==> src/rtl/an_an_co_pkg.sv <==
// Shared constants and helpers for the an_an_co runtime monitor
// (rule: a |-> ##1 b[*0:2] ##1 c).
package an_an_co_pkg;

  localparam int MAX_REP = 2;
  localparam int DEPTH   = MAX_REP + 1;

  function automatic logic [1:0] popcount3(input logic [2:0] v);
    popcount3 = {1'b0, v[0]} + {1'b0, v[1]} + {1'b0, v[2]};
  endfunction

endpackage

==> src/rtl/an_an_co_sat_cnt.sv <==
// Saturating event accumulator: adds a 0..3 increment per edge and clamps at all-ones.
module an_an_co_sat_cnt #(
  parameter int W = 16
) (
  input  logic         clk,
  input  logic         rst_n,
  input  logic [1:0]   inc,
  output logic [W-1:0] count
);

  logic [W-1:0] count_q;
  logic [W-1:0] count_d;
  logic [W:0]   sum_s;

  // Next count: widened sum with carry-out forcing saturation
  always_comb begin
    sum_s = {1'b0, count_q} + {{(W-1){1'b0}}, inc};
    if (sum_s[W]) begin
      count_d = {W{1'b1}};
    end else begin
      count_d = sum_s[W-1:0];
    end
  end

  // Count register
  always_ff @(posedge clk or negedge rst_n) begin
    if (!rst_n) begin
      count_q <= {W{1'b0}};
    end else begin
      count_q <= count_d;
    end
  end

  assign count = count_q;

endmodule

==> src/rtl/an_an_co.sv <==
// Hardware checker for "a |-> ##1 b[*0:2] ##1 c": one stage bit per attempt age,
// registered per-edge verdicts, saturating pass/fail totals and a sticky error flag.
module an_an_co
  import an_an_co_pkg::*;
#(
  parameter int CNT_W = 16
) (
  input  logic             clk,
  input  logic             rst_n,
  input  logic             a,
  input  logic             b,
  input  logic             c,
  output logic             pass,
  output logic             fail,
  output logic [1:0]       pass_num,
  output logic [1:0]       fail_num,
  output logic             busy,
  output logic [CNT_W-1:0] pass_count,
  output logic [CNT_W-1:0] fail_count,
  output logic             err_sticky
);

  // stage_q[k] : an attempt opened k+1 edges ago is still alive
  logic [DEPTH-1:0] stage_q, stage_d;
  logic [DEPTH-1:0] pass_vec_s, fail_vec_s;
  logic             pass_q, pass_d, fail_q, fail_d;
  logic [1:0]       pass_num_q, pass_num_d, fail_num_q, fail_num_d;
  logic             busy_q, busy_d, err_q, err_d;

  // Verdicts from the current stages; c outranks b, the oldest stage fails on ~c alone
  always_comb begin
    pass_vec_s = stage_q & {DEPTH{c}};
    fail_vec_s = {stage_q[DEPTH-1] & ~c,
                  stage_q[DEPTH-2:0] & {(DEPTH-1){~c & ~b}}};
    stage_d    = {stage_q[DEPTH-2:0] & {(DEPTH-1){~c & b}}, a};
    pass_num_d = popcount3(pass_vec_s);
    fail_num_d = popcount3(fail_vec_s);
    pass_d     = |pass_vec_s;
    fail_d     = |fail_vec_s;
    busy_d     = |stage_d;
    err_d      = err_q | fail_d;
  end

  // Stage and verdict registers
  always_ff @(posedge clk or negedge rst_n) begin
    if (!rst_n) begin
      stage_q    <= {DEPTH{1'b0}};
      pass_q     <= 1'b0;
      fail_q     <= 1'b0;
      pass_num_q <= 2'd0;
      fail_num_q <= 2'd0;
      busy_q     <= 1'b0;
      err_q      <= 1'b0;
    end else begin
      stage_q    <= stage_d;
      pass_q     <= pass_d;
      fail_q     <= fail_d;
      pass_num_q <= pass_num_d;
      fail_num_q <= fail_num_d;
      busy_q     <= busy_d;
      err_q      <= err_d;
    end
  end

  // Totals advance on the same edge that registers the verdict
  an_an_co_sat_cnt #(.W(CNT_W)) u_pass_cnt (
    .clk   (clk),
    .rst_n (rst_n),
    .inc   (pass_num_d),
    .count (pass_count)
  );

  an_an_co_sat_cnt #(.W(CNT_W)) u_fail_cnt (
    .clk   (clk),
    .rst_n (rst_n),
    .inc   (fail_num_d),
    .count (fail_count)
  );

  assign pass       = pass_q;
  assign fail       = fail_q;
  assign pass_num   = pass_num_q;
  assign fail_num   = fail_num_q;
  assign busy       = busy_q;
  assign err_sticky = err_q;

endmodule

==> config.mk <==
export PLATFORM = sky130hd
export DESIGN_NAME = an_an_co
export DESIGN_NICKNAME = d
export VERILOG_FILES = /design/src/rtl/an_an_co_pkg.sv /design/src/rtl/an_an_co_sat_cnt.sv /design/src/rtl/an_an_co.sv
export SDC_FILE = /design/constraint.sdc
export NUM_CORES = 1
export LEC_CHECK = 0
export CAP_MARGIN = 20
export CELL_PAD_IN_SITES_DETAIL_PLACEMENT = 1
export CELL_PAD_IN_SITES_GLOBAL_PLACEMENT = 1
export CORE_MARGIN = 3
export CORE_UTILIZATION = 48
export CTS_CLUSTER_DIAMETER = 40
export DETAILED_ROUTE_END_ITERATION = 10
export DONT_BUFFER_PORTS = 1
export GPL_TIMING_DRIVEN = 0
export MAX_ROUTING_LAYER = met4
export PLACE_DENSITY_LB_ADDON = 0.1
export SLEW_MARGIN = 15
export SYNTH_ARGS = -nofsm -noshare
export SYNTH_HDL_FRONTEND = slang
export SYNTH_SLANG_ARGS = --single-unit
==> constraint.sdc <==
create_clock -name clk -period 3.2 [get_ports clk]
set_input_delay 0 -clock clk [delete_from_list [all_inputs] [get_ports clk]]
set_output_delay 0 -clock clk [all_outputs]
set_load 0.03 [all_outputs]
After elaboration in Yosys (flattened, before gate mapping)

Index checks and enable logic that the tools add are counted.
W data, S select, Z words.

Bits in read-only memories: 0
Memories: 0
Latch bits: 0
Logic and storage cells: 29
Output and inout port bits: 40
Register bits: 43
RAM bits: 0

Shifts and indexed selects: 0
Div/mod/pow operators: 0
Multiply operators: 0
$add $sub $neg: 6
Reduce and logical (&&, ||, !) cells: 3
Multiplexer cells: 2
Equality and inequality tests: 0
Bitwise logic cells: 9
Magnitude comparators: 0

Operators by type and width:

| kind             | number |
|---|---|
| $add A16 B2 Y17  | 2 |
| $mux W16         | 2 |
| $reduce_or A3 Y1 | 3 |
| $add A1 B1 Y2    | 2 |
| $add A2 B1 Y2    | 2 |
| $and A2 B2 Y2    | 2 |
| $and A1 B1 Y1    | 3 |
| $and A3 B3 Y3    | 1 |
| $not A1 Y1       | 2 |
| $or A1 B1 Y1     | 1 |

Logic depth before layout (Yosys ltp)

Gate-level depths: netlist (run 1).

Depth in word-level cells: 7
Gate-level depth with buffers: 12

By module

From an unflattened synthesis (run 1), not the netlist that was laid out.

Cells, all modules: 194
Area total of the unflattened synthesis: 2155.8 um^2

Modules (own cells, without submodules):

| module                         | cells an instance | sequential area each (um^2) | area each (um^2) | times used |
|---|---|---|---|---|
| an_an_co_sat_cnt at u_fail_cnt | 82                | 400.4                       | 870.8            | 1 |
| an_an_co_sat_cnt at u_pass_cnt | 80                | 400.4                       | 850.8            | 1 |
| an_an_co                       | 32                | 275.3                       | 434.2            | 1 |

Worst setup path before layout (run 1)

Ideal clock, no wire load.

Path type: register -> register
Start point: register stage_q[0]
End point: register u_fail_cnt.count_q[12], in the netlist u_fail_cnt.count[12]
Setup slack: 0.441 ns
Arrival time: 2.634 ns
Setup time: 0.125 ns
Required time: 3.075 ns
Buffers on the path: 0
Period minus slack after synthesis: 2.759 ns
Stages on the path, launching flop included: 10
Cell sequence: dfrtp_1 -> or3b_2 -> fa_1 -> inv_1 -> ha_1 -> fa_1 -> nand4_2 -> nor3_4 -> nand2_2 -> mux2_4

Word-level cells in the longest chain between the ends: 5

RTL lines:

| item                       | RTL line               | RTL |
|---|---|---|
| start: declaration         | an_an_co.sv:24         | `logic [DEPTH-1:0] stage_q, stage_d;` |
| start signal: assignment   | an_an_co.sv:47         | `stage_q <= {DEPTH{1'b0}};` |
| start signal: assignment   | an_an_co.sv:55         | `stage_q <= stage_d;` |
| $and A2 B2 Y2              | an_an_co.sv:34         | `stage_q[DEPTH-2:0] & {(DEPTH-1){~c & ~b}}};` |
| $add A1 B1 Y2              | an_an_co_pkg.sv:9      | `popcount3 = {1'b0, v[0]} + {1'b0, v[1]} + {1'b0, v[2]};` |
| $add A2 B1 Y2              | an_an_co_pkg.sv:9      |  |
| via fail_num_d[0]          | an_an_co.sv:27         | `logic [1:0] pass_num_q, pass_num_d, fail_num_q, fail_num_d;` |
| $add A16 B2 Y17            | an_an_co_sat_cnt.sv:17 | `sum_s = {1'b0, count_q} + {{(W-1){1'b0}}, inc};` |
| $mux W16                   | an_an_co_sat_cnt.sv:18 | `if (sum_s[W]) begin` |
| via u_fail_cnt.count_d[12] | an_an_co_sat_cnt.sv:12 | `logic [W-1:0] count_d;` |
| end signal: assignment     | an_an_co_sat_cnt.sv:28 | `count_q <= {W{1'b0}};` |
| end signal: assignment     | an_an_co_sat_cnt.sv:30 | `count_q <= count_d;` |
| end: declaration           | an_an_co_sat_cnt.sv:11 | `logic [W-1:0] count_q;` |

The timed path passes the listed nets, and every way through them passes these cells.

Worst setup path in the final report (run 1)

Start point: register stage_q[0]
End point: register u_fail_cnt.count_q[13], in the netlist u_fail_cnt.count[13]

The elaborated chain is that of the path after synthesis.

==> results.md, run 1 <==
* H-Tree Depth at 2
* Most used DFF post-synth: sky130_fd_sc_hd__dfrtp_1
* Largest incremental delay on the critical path at 0.50 ns
* Post-Syn Nets at 189
* Classification of the worst-slack hold path: in -> reg
* Biggest area contributors in the synthesized netlist: sky130_fd_sc_hd__dfrtp_1, sky130_fd_sc_hd__xnor2_1, sky130_fd_sc_hd__nand2_1
* Relative max-transition margin at 66.6%
* Pwr per Cell Area at 641 mW/mm2
* Reg clk slew, reported paths at 0.08 ns
* Synth cell types at 38
* Power Total at 1.48 mW
* Clock tree from TritonCTS: done
* Finish-stage setup viols at 0
* Total of buffers placed on input and output ports at 0
* Number of max-slew violations in the final report at 0
* Peak Freq at 336 MHz
* Initial drt markers at 40
* TritonRoute pass-1 iters at 4
* Worst-Skew Late Latency at 0.29 ns
* Final clock period utilization by the worst path at 93.0%
* Seq/Total Area, Yosys at 53.0%
* Seq cells post-synth at 43
* Total track usage at 20.0%
* Synth-to-layout area growth at 13.4%
* Count of flip-flops with a built-in enable after synthesis at 0
* Share of the synthesized area in the top cell type at 53.0%
* Setup crit end kind: register
* Yosys synthesis warning count at 0
* Worst-case clock skew at 0.00270 ns
* Data required, critical path at 3.41 ns
* Die Footprint at 0.00504 mm2
* Total via count in the routed design at 1368
* Diodes inserted at 0
* Most numerous cell in the Yosys netlist: sky130_fd_sc_hd__dfrtp_1
* TNS Setup at 0 ns
* Transition time at the pin with the least slew margin at 0.500 ns
* Average via count per standard cell at 5.65
* Number of buffer and inverter instances along the worst setup path at 2
* Total Wirelength at 4550 um
* Async S/R FF share, synth at 100%
* Count of standard-cell rows at 23
* Maximum capacitance violations at 0
* Horizontal die dimension at 71.0 um
* RSZ-0062 raised after global routing: false
* Type of origin of the critical path: register
* Cell with the biggest individual delay on the critical path: sky130_fd_sc_hd__or3b_2
* Arrival time of data at the critical path endpoint at 3.18 ns
* # nets final at 204
* Global-route wire length before repair at 7630 um
* Most common cell on crit path: sky130_fd_sc_hd__fa_1
* Crit. path cell count at 10
* Boundary Pins at 45
* Clock root cell: sky130_fd_sc_hd__clkbuf_8
* Average instance area after synthesis at 11.5 um2
* Share of final-layout standard cells stronger than drive strength 1 at 14.6%
* Number of DRC violations after detailed routing at 0
* Cells along the critical path: or3b_2 > fa_1 > inv_1 > ha_1 > fa_1 > nand4_2 > nor3_4 > nand4_4 > buf_6 > o21ai_0
* Pin count of the biggest net entering global routing at 44
* Vertical die dimension at 71.0 um
* Minimum clock period at 2.98 ns
* Vias in the first global route at 1568
* Outcome: finished clean
* Hold Path Cell Cnt at 2
* Leakage at 1.15 nW
* Wire per inst at 18.8 um
* Starting Density at 50.4%
* Post-Syn Instances at 176
* Worst r2r path cells at 10
* Commonest cells in the synthesized netlist: sky130_fd_sc_hd__dfrtp_1, sky130_fd_sc_hd__nand2_1, sky130_fd_sc_hd__xnor2_1
* Final hold vios at 0
* Max VDD drop at 320 uV
* Crit path max-delay family: simple AND/OR/NAND/NOR gates
* Clock tree sinks at 43
* Detailed-placement wirelength estimate at 3090 um
* Longest Clk Path Bufs at 2
* Number of antenna violations at the first check in global routing at 0
* Aggregate global routing overflow at 0
* TritonCTS Buffers at 5
* Post-synthesis cell type with the largest combined area: sky130_fd_sc_hd__dfrtp_1
* DRT antenna net count at 0
* Gp weighted congestion at 0.777
* Class of the most critical setup path: reg -> reg
* Core area at 0.00403 mm2
* Synth Cell Area at 0.00203 mm2
* Crit Path Max Fanout at 10
==> sequential cells by signal (all words and copies together), names as in the netlist <==
name and count:
fail_num 2, busy 1, pass_num 2, u_pass_cnt.count 16
fail 1, err_sticky 1, pass 1, u_fail_cnt.count 16
stage_q 3
==> cell type report <==
class                           instances  area [um2]
Clock inverter                          2        35.0
Multi-Input combinational cell        123         896
Tap cell                               50        62.6
Buffer                                  4        35.0
Fill cell                             428        1730
Inverter                                6        22.5
Sequential cell                        43        1080
Clock buffer                            6        82.6
Timing Repair Buffer                    8        92.6
==> placed cells by master, fill, tap and decap left out, types with 2 or more instances in the layout <==
cell type                       instances
sky130_fd_sc_hd__nor3_1                 2
sky130_fd_sc_hd__fa_1                   4
sky130_fd_sc_hd__inv_1                  6
sky130_fd_sc_hd__a31oi_1                9
sky130_fd_sc_hd__or3b_2                 2
sky130_fd_sc_hd__clkbuf_8               6
sky130_fd_sc_hd__ha_1                   4
sky130_fd_sc_hd__nand2b_1               4
sky130_fd_sc_hd__and3b_1                2
sky130_fd_sc_hd__nand2_1               24
sky130_fd_sc_hd__nor2b_1                4
sky130_fd_sc_hd__buf_4                  3
sky130_fd_sc_hd__nand3_1                9
sky130_fd_sc_hd__dlygate4sd3_1          5
sky130_fd_sc_hd__a21oi_1                6
sky130_fd_sc_hd__dfrtp_1               43
sky130_fd_sc_hd__and4_1                 4
sky130_fd_sc_hd__and3_1                 5
sky130_fd_sc_hd__nor2_1                 6
sky130_fd_sc_hd__buf_6                  2
sky130_fd_sc_hd__xor2_1                 3
sky130_fd_sc_hd__xnor2_1               11
sky130_fd_sc_hd__o21ai_0                6
sky130_fd_sc_hd__nand4_4                2
sky130_fd_sc_hd__mux2i_1                2
==> worst register-to-register path: stages, from the launching register on <==
cell and delay [ns]:
sky130_fd_sc_hd__dfrtp_1 0.40, sky130_fd_sc_hd__or3b_2 0.50, sky130_fd_sc_hd__fa_1 0.48, sky130_fd_sc_hd__inv_1 0.09, sky130_fd_sc_hd__ha_1 0.19, sky130_fd_sc_hd__fa_1 0.29
sky130_fd_sc_hd__nand4_2 0.17, sky130_fd_sc_hd__nor3_4 0.33, sky130_fd_sc_hd__nand4_4 0.17, sky130_fd_sc_hd__buf_6 0.19, sky130_fd_sc_hd__o21ai_0 0.08
==> final timing paths <==
check	slack (ns)	startpoint	end
worst max-delay path	0.22	stage_q[0]	u_fail_cnt.count[13]
worst min-delay path	0.09	c	busy
worst max register to register	0.22	stage_q[0]	u_fail_cnt.count[13]
worst min register to register	0.57	stage_q[2]	pass
max in group asynchronous	2.79	rst_n	u_fail_cnt.count[15]
min in group asynchronous	0.20	rst_n	pass
==> cells by family (layout without fill, tap and decap cells) <==
family,after synthesis,in the layout,synth area share [%]
AND/OR/NAND/NOR,76,76,23.7
flip-flops,43,43,53.0
AO/OA/AOI/OAI,21,21,5.73
XOR/XNOR,14,14,6.04
buffers and inverters,10,26,2.84
adder cells (fa/ha/maj),8,8,6.41
multiplexers,4,4,2.28
==> per-stage QoR <==
| stage | instance area, um2 | setup WS [ns] | util, % | hold WS, ns | instances |
|---|---|---|---|---|---|
| after global routing | 2300 | 0.0426 | 57.1 | 0.0729 | 242 |
| after detailed placement | 2090 | 0.165 | 51.9 | -0.295 | 226 |
| after CTS | 2290 | 0.142 | 56.8 | 0.00876 | 240 |
| after global placement | 2090 | 0.224 | 51.9 | -0.295 | 226 |
| after floorplan | 2030 | 0.441 | - | -0.296 | 176 |
| final | 2300 | 0.225 | 57.1 | 0.0875 | 242 |
==> metal layers <==
metal | GRT usage (%) | up-vias | share of wire [%]
li1 | - | 632 | -
met1 | 22.9 | 694 | 42
met2 | 33.6 | 34 | 51
met3 | 5.68 | 8 | 4.8
met4 | 6.89 | 0 | 1.7
met5 | - | - | 0
==> power breakdown <==
part	internal (mW)	switching, mW
Clock	0.253	0.189
Sequential	0.612	0.245
Combinational	0.0908	0.0869
==> timing repair <==
| action | 4_1_cts | 5_1_grt |
|---|---|---|
| hold buffers | 6 | 0 |
| endpoints found under the setup margin | 0 | 6 |
| resized for setup | 0 | 0 |
| buffers inserted | 0 | 2 |
| endpoints found under the hold margin | 49 | 0 |
No activity file was read; power rests on OpenSTA's default activity.
==> run 2, diff against run 1 <==
CAP_MARGIN = not set   (was 20)
HOLD_SLACK_MARGIN = 0.12   (was not set)
REMOVE_ABC_BUFFERS = 1   (was not set)
==> results.md, run 2 (synthesis gave the netlist of run 1 again) <==
* Outcome: finished clean
* Share of final-layout standard cells stronger than drive strength 1 at 13.2% (-1.4 points)
* Number of DRC violations after detailed routing at 0 (unchanged)
* Clock root cell: sky130_fd_sc_hd__clkbuf_8
* Gp weighted congestion at 0.782 (+0.67%)
* Worst-Skew Late Latency at 0.29 ns (about the same)
* TNS Setup at 0 ns (unchanged)
* Die Footprint at 0.00504 mm2 (unchanged)
* Finish-stage setup viols at 0 (unchanged)
* Number of antenna violations at the first check in global routing at 0 (unchanged)
* Most frequent cells in the layout: sky130_fd_sc_hd__dfrtp_1, sky130_fd_sc_hd__nand2_1, sky130_fd_sc_hd__xnor2_1
* Total via count in the routed design at 1375 (+0.51%)
* Count of standard-cell rows at 23 (unchanged)
* Most common library cell in the layout ignoring fill and taps: sky130_fd_sc_hd__dfrtp_1
* Initial drt markers at 53 (+33%)
* Type of origin of the critical path: primary input
* Average via count per standard cell at 5.73 (+1.3%)
* Worst setup timing slack at the placement stage at 0.129 ns (-0.0356 ns)
* Total of buffers placed on input and output ports at 0 (unchanged)
* Starting Density at 50.4% (unchanged)
* Setup slack of the critical path after layout at 0.115 ns (-0.110 ns)
* Total track usage at 19.3% (-0.66 points)
* Design internal power at 0.850 mW (-11%)
* Number of max-slew violations in the final report at 0 (unchanged)
* Arrival time of data at the critical path endpoint at 3.26 ns (+0.08 ns)
* Aggregate global routing overflow at 0 (unchanged)
* Vertical die dimension at 71.0 um (unchanged)
* Setup crit end kind: register
* Peak Freq at 324 MHz (-3.6%)
* RSZ-0062 raised after global routing: false
* Transition time at the pin with the least slew margin at 0.506 ns (+0.00549 ns)
* Longest Clk Path Bufs at 2 (unchanged)
* Relative max-transition margin at 66.3% (-0.37 points)
* Diodes inserted at 0 (unchanged)
* Net switching fraction of the power at 37.9% (+2.6 points)
* Worst-case clock skew at 0.00435 ns (+0.00165 ns)
* Clock tree from TritonCTS: done
* Core area at 0.00403 mm2 (unchanged)
* Switching power at 0.519 mW (-0.36%)
* Reg power frac at 62.8% (+4.8 points)
* Class of the most critical setup path: in -> reg
* Final non-filler cell area at 0.00224 mm2 (-2.6%)
* Number of placed cells counting well taps at 222 (-1.8%)
* Horizontal die dimension at 71.0 um (unchanged)
* Minimum clock period at 3.09 ns (+0.110 ns)
* H-Tree Depth at 2 (unchanged)
* Final cell count without fillers at 240 (-0.83%)
* Portion of total power attributed to combinational logic at 12.8% (+0.8 points)
* Vias in the first global route at 1587 (+1.2%)
* Reg clk slew, reported paths at 0.08 ns (about the same)
* Data required, critical path at 3.38 ns (-0.03 ns)
* Global-route wire length before repair at 7520 um (-1.4%)
* TritonCTS Buffers at 5 (unchanged)
* Final clock period utilization by the worst path at 96.4% (+3.4 points)
* TritonRoute pass-1 iters at 4 (unchanged)
* Max VDD drop at 268 uV (-16%)
* Total placed instance area at 0.00206 mm2 (-1.7%)
* Boundary Pins at 45 (unchanged)
* # nets final at 202 (-0.98%)
* Total Wirelength at 4440 um (-2.6%)
* Wire per inst at 18.5 um (-1.8%)
* Clock tree sinks at 43 (unchanged)
* DRT antenna net count at 0 (unchanged)
* Detailed-placement wirelength estimate at 3080 um (-0.32%)
* Pin count of the biggest net entering global routing at 44 (unchanged)
* Relative contribution of the clock network to total power at 24.4% (-5.5 points)
* Final core occ at 55.7% (-1.5 points)
* Classification of the worst-slack hold path: in -> async
* Pwr per Cell Area at 610 mW/mm2 (-4.8%)
* Crit Path Max Fanout at 7 (-3)
* Maximum capacitance violations at 0 (unchanged)
* Synth-to-layout area growth at 10.5%
* Leakage at 1.12 nW (-2.7%)
* Final hold vios at 0 (unchanged)
[run 2: changes by cell type in the layout (fill, tap and decap cells not counted)]
cell                            change
sky130_fd_sc_hd__clkinv_2           +2
sky130_fd_sc_hd__clkbuf_8           -1
sky130_fd_sc_hd__buf_2              -1
sky130_fd_sc_hd__dlygate4sd3_1      +1
sky130_fd_sc_hd__buf_6              -2
sky130_fd_sc_hd__bufinv_16          -1
sky130_fd_sc_hd__buf_12             +1
sky130_fd_sc_hd__buf_16             -1
[run 2: layout make-up]
class,count,area [um2]
sequential,43,1080
multi-input combinational,123,896
timing repair buffer,10,103
tap,50,62.6
fill,438,1790
clock inverter,3,15.0
clock buffer,5,68.8
inverter,6,22.5
[run 2: per-layer routing]
layer	up-vias	track usage [%]	part of all wire [%]
met4	0	6.47	0.52
met2	35	32.6	53
met5	-	-	0
met1	703	22.5	41
li1	635	-	-
met3	2	4.97	4.8
[run 2: power by group through the flow]
stage	clock, mW	sequential, mW	combinational [mW]
after detailed placement	0	0.872	0.158
after CTS	0.343	0.862	0.181
after floorplan	0	0.839	0.122
final	0.334	0.859	0.176
after global routing	0.373	0.873	0.204
after global placement	0	0.861	0.137
[run 2: path summary, 6_finish.rpt]
path / start / endpoint / slack, ns / cells after the start
setup / recovery: c / u_fail_cnt.count[12] / 0.11 / 11
hold / removal: rst_n / pass_num[0] / 0.17 / 2
setup reg to reg: stage_q[0] / u_fail_cnt.count[12] / 0.11 / 10
hold reg to reg: stage_q[0] / stage_q[1] / 0.61 / 1
max in group asynchronous: rst_n / u_pass_cnt.count[13] / 2.81 / 2
min in group clk: a / stage_q[0] / 0.32 / 1
[run 2: worst max-delay path: stages]
cell                            delay, ns
sky130_fd_sc_hd__dlygate4sd3_1       0.62
sky130_fd_sc_hd__or3b_2              0.54
sky130_fd_sc_hd__fa_1                0.49
sky130_fd_sc_hd__inv_1               0.10
sky130_fd_sc_hd__ha_1                0.18
sky130_fd_sc_hd__fa_1                0.28
sky130_fd_sc_hd__nand4_2             0.17
sky130_fd_sc_hd__nor3_4              0.34
sky130_fd_sc_hd__buf_4               0.18
sky130_fd_sc_hd__nand2_2             0.05
sky130_fd_sc_hd__mux2_4              0.29
[run 2: what timing repair did]
item	CTS	global route
setup endpoints to repair	0	2
setup buffers	0	3
resized for setup	0	0
hold buffers	7	0
endpoints found under the hold margin	53	0
[run 2: stage by stage]
step                      hold slack [ns]  total power [mW]
after floorplan                    -0.296             0.961
after global placement             -0.295             0.998
after detailed placement           -0.295              1.03
after CTS                           0.203              1.39
after global routing                0.190              1.45
final                               0.173              1.37
==> run 3, diff against run 2 <==
CORE_ASPECT_RATIO = 0.7   (was not set)
==> results.md, run 3 (synthesis gave the netlist of run 1 again) <==
* Clock root cell: sky130_fd_sc_hd__clkbuf_8
* Data required, critical path at 3.38 ns (about the same)
* Boundary Pins at 45 (unchanged)
* Critical path origin: stage_q[0]
* Detailed-placement wirelength estimate at 3120 um (+1.3%)
* Number of DRC violations after detailed routing at 0 (unchanged)
* Worst setup timing slack at the placement stage at 0.0240 ns (-0.105 ns)
* Starting Density at 50.8% (+0.44 points)
* Cells along the critical path: or3b_2 > fa_1 > inv_1 > ha_1 > fa_2 > nand4_2 > nor3_4 > buf_4 > nand2_2 > mux2_4
* Vertical die dimension at 60.4 um (-15%)
* Diodes inserted at 0 (unchanged)
* Relative max-transition margin at 68.0% (+1.7 points)
* Termination of the worst setup path: u_fail_cnt.count[12]
* Most frequent cells in the layout: sky130_fd_sc_hd__dfrtp_1, sky130_fd_sc_hd__nand2_1, sky130_fd_sc_hd__xnor2_1
* Wire per inst at 18.2 um (-1.4%)
* Synth-to-layout area growth at 13.6%
* Crit Path Max Fanout at 5 (-2)
* Total of buffers placed on input and output ports at 0 (unchanged)
* Maximum capacitance violations at 0 (unchanged)
* Slack of the worst reg-to-reg path at 0.13 ns (+0.02 ns)
* Crit path max-delay family: simple AND/OR/NAND/NOR gates
* Longest Clk Path Bufs at 2 (unchanged)
* Arrival time of data at the critical path endpoint at 3.25 ns (about the same)
* Final core occ at 57.7% (+2.0 points)
* Setup crit end kind: register
* Pin count of the biggest net entering global routing at 44 (unchanged)
* Total via count in the routed design at 1379 (+0.29%)
* Cell with the biggest individual delay on the critical path: sky130_fd_sc_hd__or3b_2
* Clock tree sinks at 43 (unchanged)
* Pwr per Cell Area at 635 mW/mm2 (+4.1%)
* Aggregate global routing overflow at 0 (unchanged)
* Worst-Skew Late Latency at 0.29 ns (about the same)
* DRT antenna net count at 0 (unchanged)
* Number of max-slew violations in the final report at 0 (unchanged)
* Gp weighted congestion at 0.682 (-13%)
* Total track usage at 19.6% (+0.23 points)
* Final hold vios at 0 (unchanged)
* Class of the most critical setup path: reg -> reg
* Outcome: finished clean
* Die Footprint at 0.00506 mm2 (+0.23%)
* Worst r2r path cells at 10 (unchanged)
* Leakage at 1.14 nW (+2.2%)
* Minimum clock period at 3.07 ns (-0.0156 ns)
* Global-route wire length before repair at 7290 um (-3.1%)
* TritonRoute pass-1 iters at 3 (-1)
* Largest incremental delay on the critical path at 0.50 ns (-0.12 ns)
* Reg clk slew, reported paths at 0.08 ns (about the same)
* Final clock period utilization by the worst path at 95.9% (-0.49 points)
* Worst-case clock skew at 0.00620 ns (+0.00185 ns)
* H-Tree Depth at 2 (unchanged)
* Max VDD drop at 326 uV (+22%)
* Number of antenna violations at the first check in global routing at 0 (unchanged)
* # nets final at 205 (+1.5%)
* Crit. path cell count at 10 (-1)
* Vias in the first global route at 1385 (-13%)
* Number of fill cells at 427 (-2.5%)
* Count of standard-cell rows at 19 (-17%)
* Most common library cell in the layout ignoring fill and taps: sky130_fd_sc_hd__dfrtp_1
* Reg-to-Reg End: u_fail_cnt.count[12]
* Type of origin of the critical path: register
* Share of final-layout standard cells stronger than drive strength 1 at 15.0% (+1.9 points)
* Setup slack of the critical path after layout at 0.131 ns (+0.0156 ns)
* Total Wirelength at 4470 um (+0.63%)
* Reg-to-Reg Start: stage_q[0]
* Finish-stage setup viols at 0 (unchanged)
* Peak Freq at 326 MHz (+0.51%)
* Transition time at the pin with the least slew margin at 0.480 ns (-0.0256 ns)
* Classification of the worst-slack hold path: in -> async
* Number of buffer and inverter instances along the worst setup path at 2 (-1)
* TritonCTS Buffers at 5 (unchanged)
* Core area at 0.00399 mm2 (-0.87%)
* Initial drt markers at 67 (+26%)
* Horizontal die dimension at 83.7 um (+18%)
* Average via count per standard cell at 5.63 (-1.8%)
* Clock tree from TritonCTS: done
run 3: cell types whose count changed in the layout (fill, tap and decap cells not counted):
cell,delta
sky130_fd_sc_hd__clkbuf_8,+1
sky130_fd_sc_hd__fa_2,+1
sky130_fd_sc_hd__bufinv_16,+1
sky130_fd_sc_hd__fa_1,-1
sky130_fd_sc_hd__buf_4,+3
sky130_fd_sc_hd__clkinv_2,-2
run 3: area by class of cell:
| cell class | instances | area [um2] | area share [%] |
|---|---|---|---|
| Sequential cell | 43 | 1080 | 46.7 |
| Multi-Input combinational cell | 123 | 898 | 39.0 |
| Timing Repair Buffer | 13 | 125 | 5.43 |
| Clock buffer | 6 | 82.6 | 3.58 |
| Tap cell | 52 | 65.1 | 2.82 |
| Clock inverter | 2 | 35.0 | 1.52 |
| Inverter | 6 | 22.5 | 0.977 |
run 3: per-layer routing:
metal | up-vias | GRT usage, % | share of wire [%] | wire, um
met4 | 0 | 6.88 | 1.4 | 61
met1 | 699 | 24.5 | 46 | 2060
met3 | 7 | 6.65 | 5.7 | 254
met2 | 33 | 30.2 | 47 | 2090
met5 | - | - | 0 | 0
li1 | 640 | - | - | -
run 3: power by group:
group / switching, mW / total (mW) / internal, mW
clock: 0.188 / 0.440 / 0.253
sequential: 0.242 / 0.854 / 0.612
combinational: 0.0807 / 0.169 / 0.0884
total: 0.511 / 1.46 / 0.953
run 3: what timing repair did:
action / in CTS / in global routing
hold endpoints to repair: 53 / 0
gates resized for setup: 0 / 1
setup endpoints to repair: 1 / 8
buffers inserted: 0 / 6
gates cloned: 0 / 0
hold buffers: 7 / 0
pin swaps: 1 / 2
run 3: metrics by stage:
step | setup TNS, ns | instances | hold slack [ns] | power, mW | cell area (um2)
final | 0 | 245 | 0.198 | 1.46 | 2300
after global routing | -0.0224 | 245 | 0.224 | 1.55 | 2300
after CTS | 0 | 239 | 0.157 | 1.48 | 2260
after floorplan | 0 | 172 | -0.296 | 0.961 | 1990
after detailed placement | 0 | 224 | -0.295 | 1.02 | 2060
after global placement | 0 | 224 | -0.295 | 1.00 | 2060
run 3: worst reg2reg max path, stage by stage, from the launching register on:
cell	delay, ns
sky130_fd_sc_hd__dfrtp_1	0.37
sky130_fd_sc_hd__or3b_2	0.50
sky130_fd_sc_hd__fa_1	0.49
sky130_fd_sc_hd__inv_1	0.10
sky130_fd_sc_hd__ha_1	0.19
sky130_fd_sc_hd__fa_2	0.27
sky130_fd_sc_hd__nand4_2	0.16
sky130_fd_sc_hd__nor3_4	0.33
sky130_fd_sc_hd__buf_4	0.19
sky130_fd_sc_hd__nand2_2	0.06
sky130_fd_sc_hd__mux2_4	0.30
run 3: worst min-delay path by stage:
| stage | startpoint | end | slack, ns |
|---|---|---|---|
| after global routing | rst_n | u_fail_cnt.count[7] | 0.22 |
| after floorplan | rst_n | busy | -0.30 |
| after global placement | rst_n | u_pass_cnt.count[7] | -0.29 |
| final | rst_n | u_fail_cnt.count[5] | 0.20 |
| after CTS | rst_n | u_pass_cnt.count[4] | 0.16 |
| after detailed placement | rst_n | u_pass_cnt.count[4] | -0.29 |
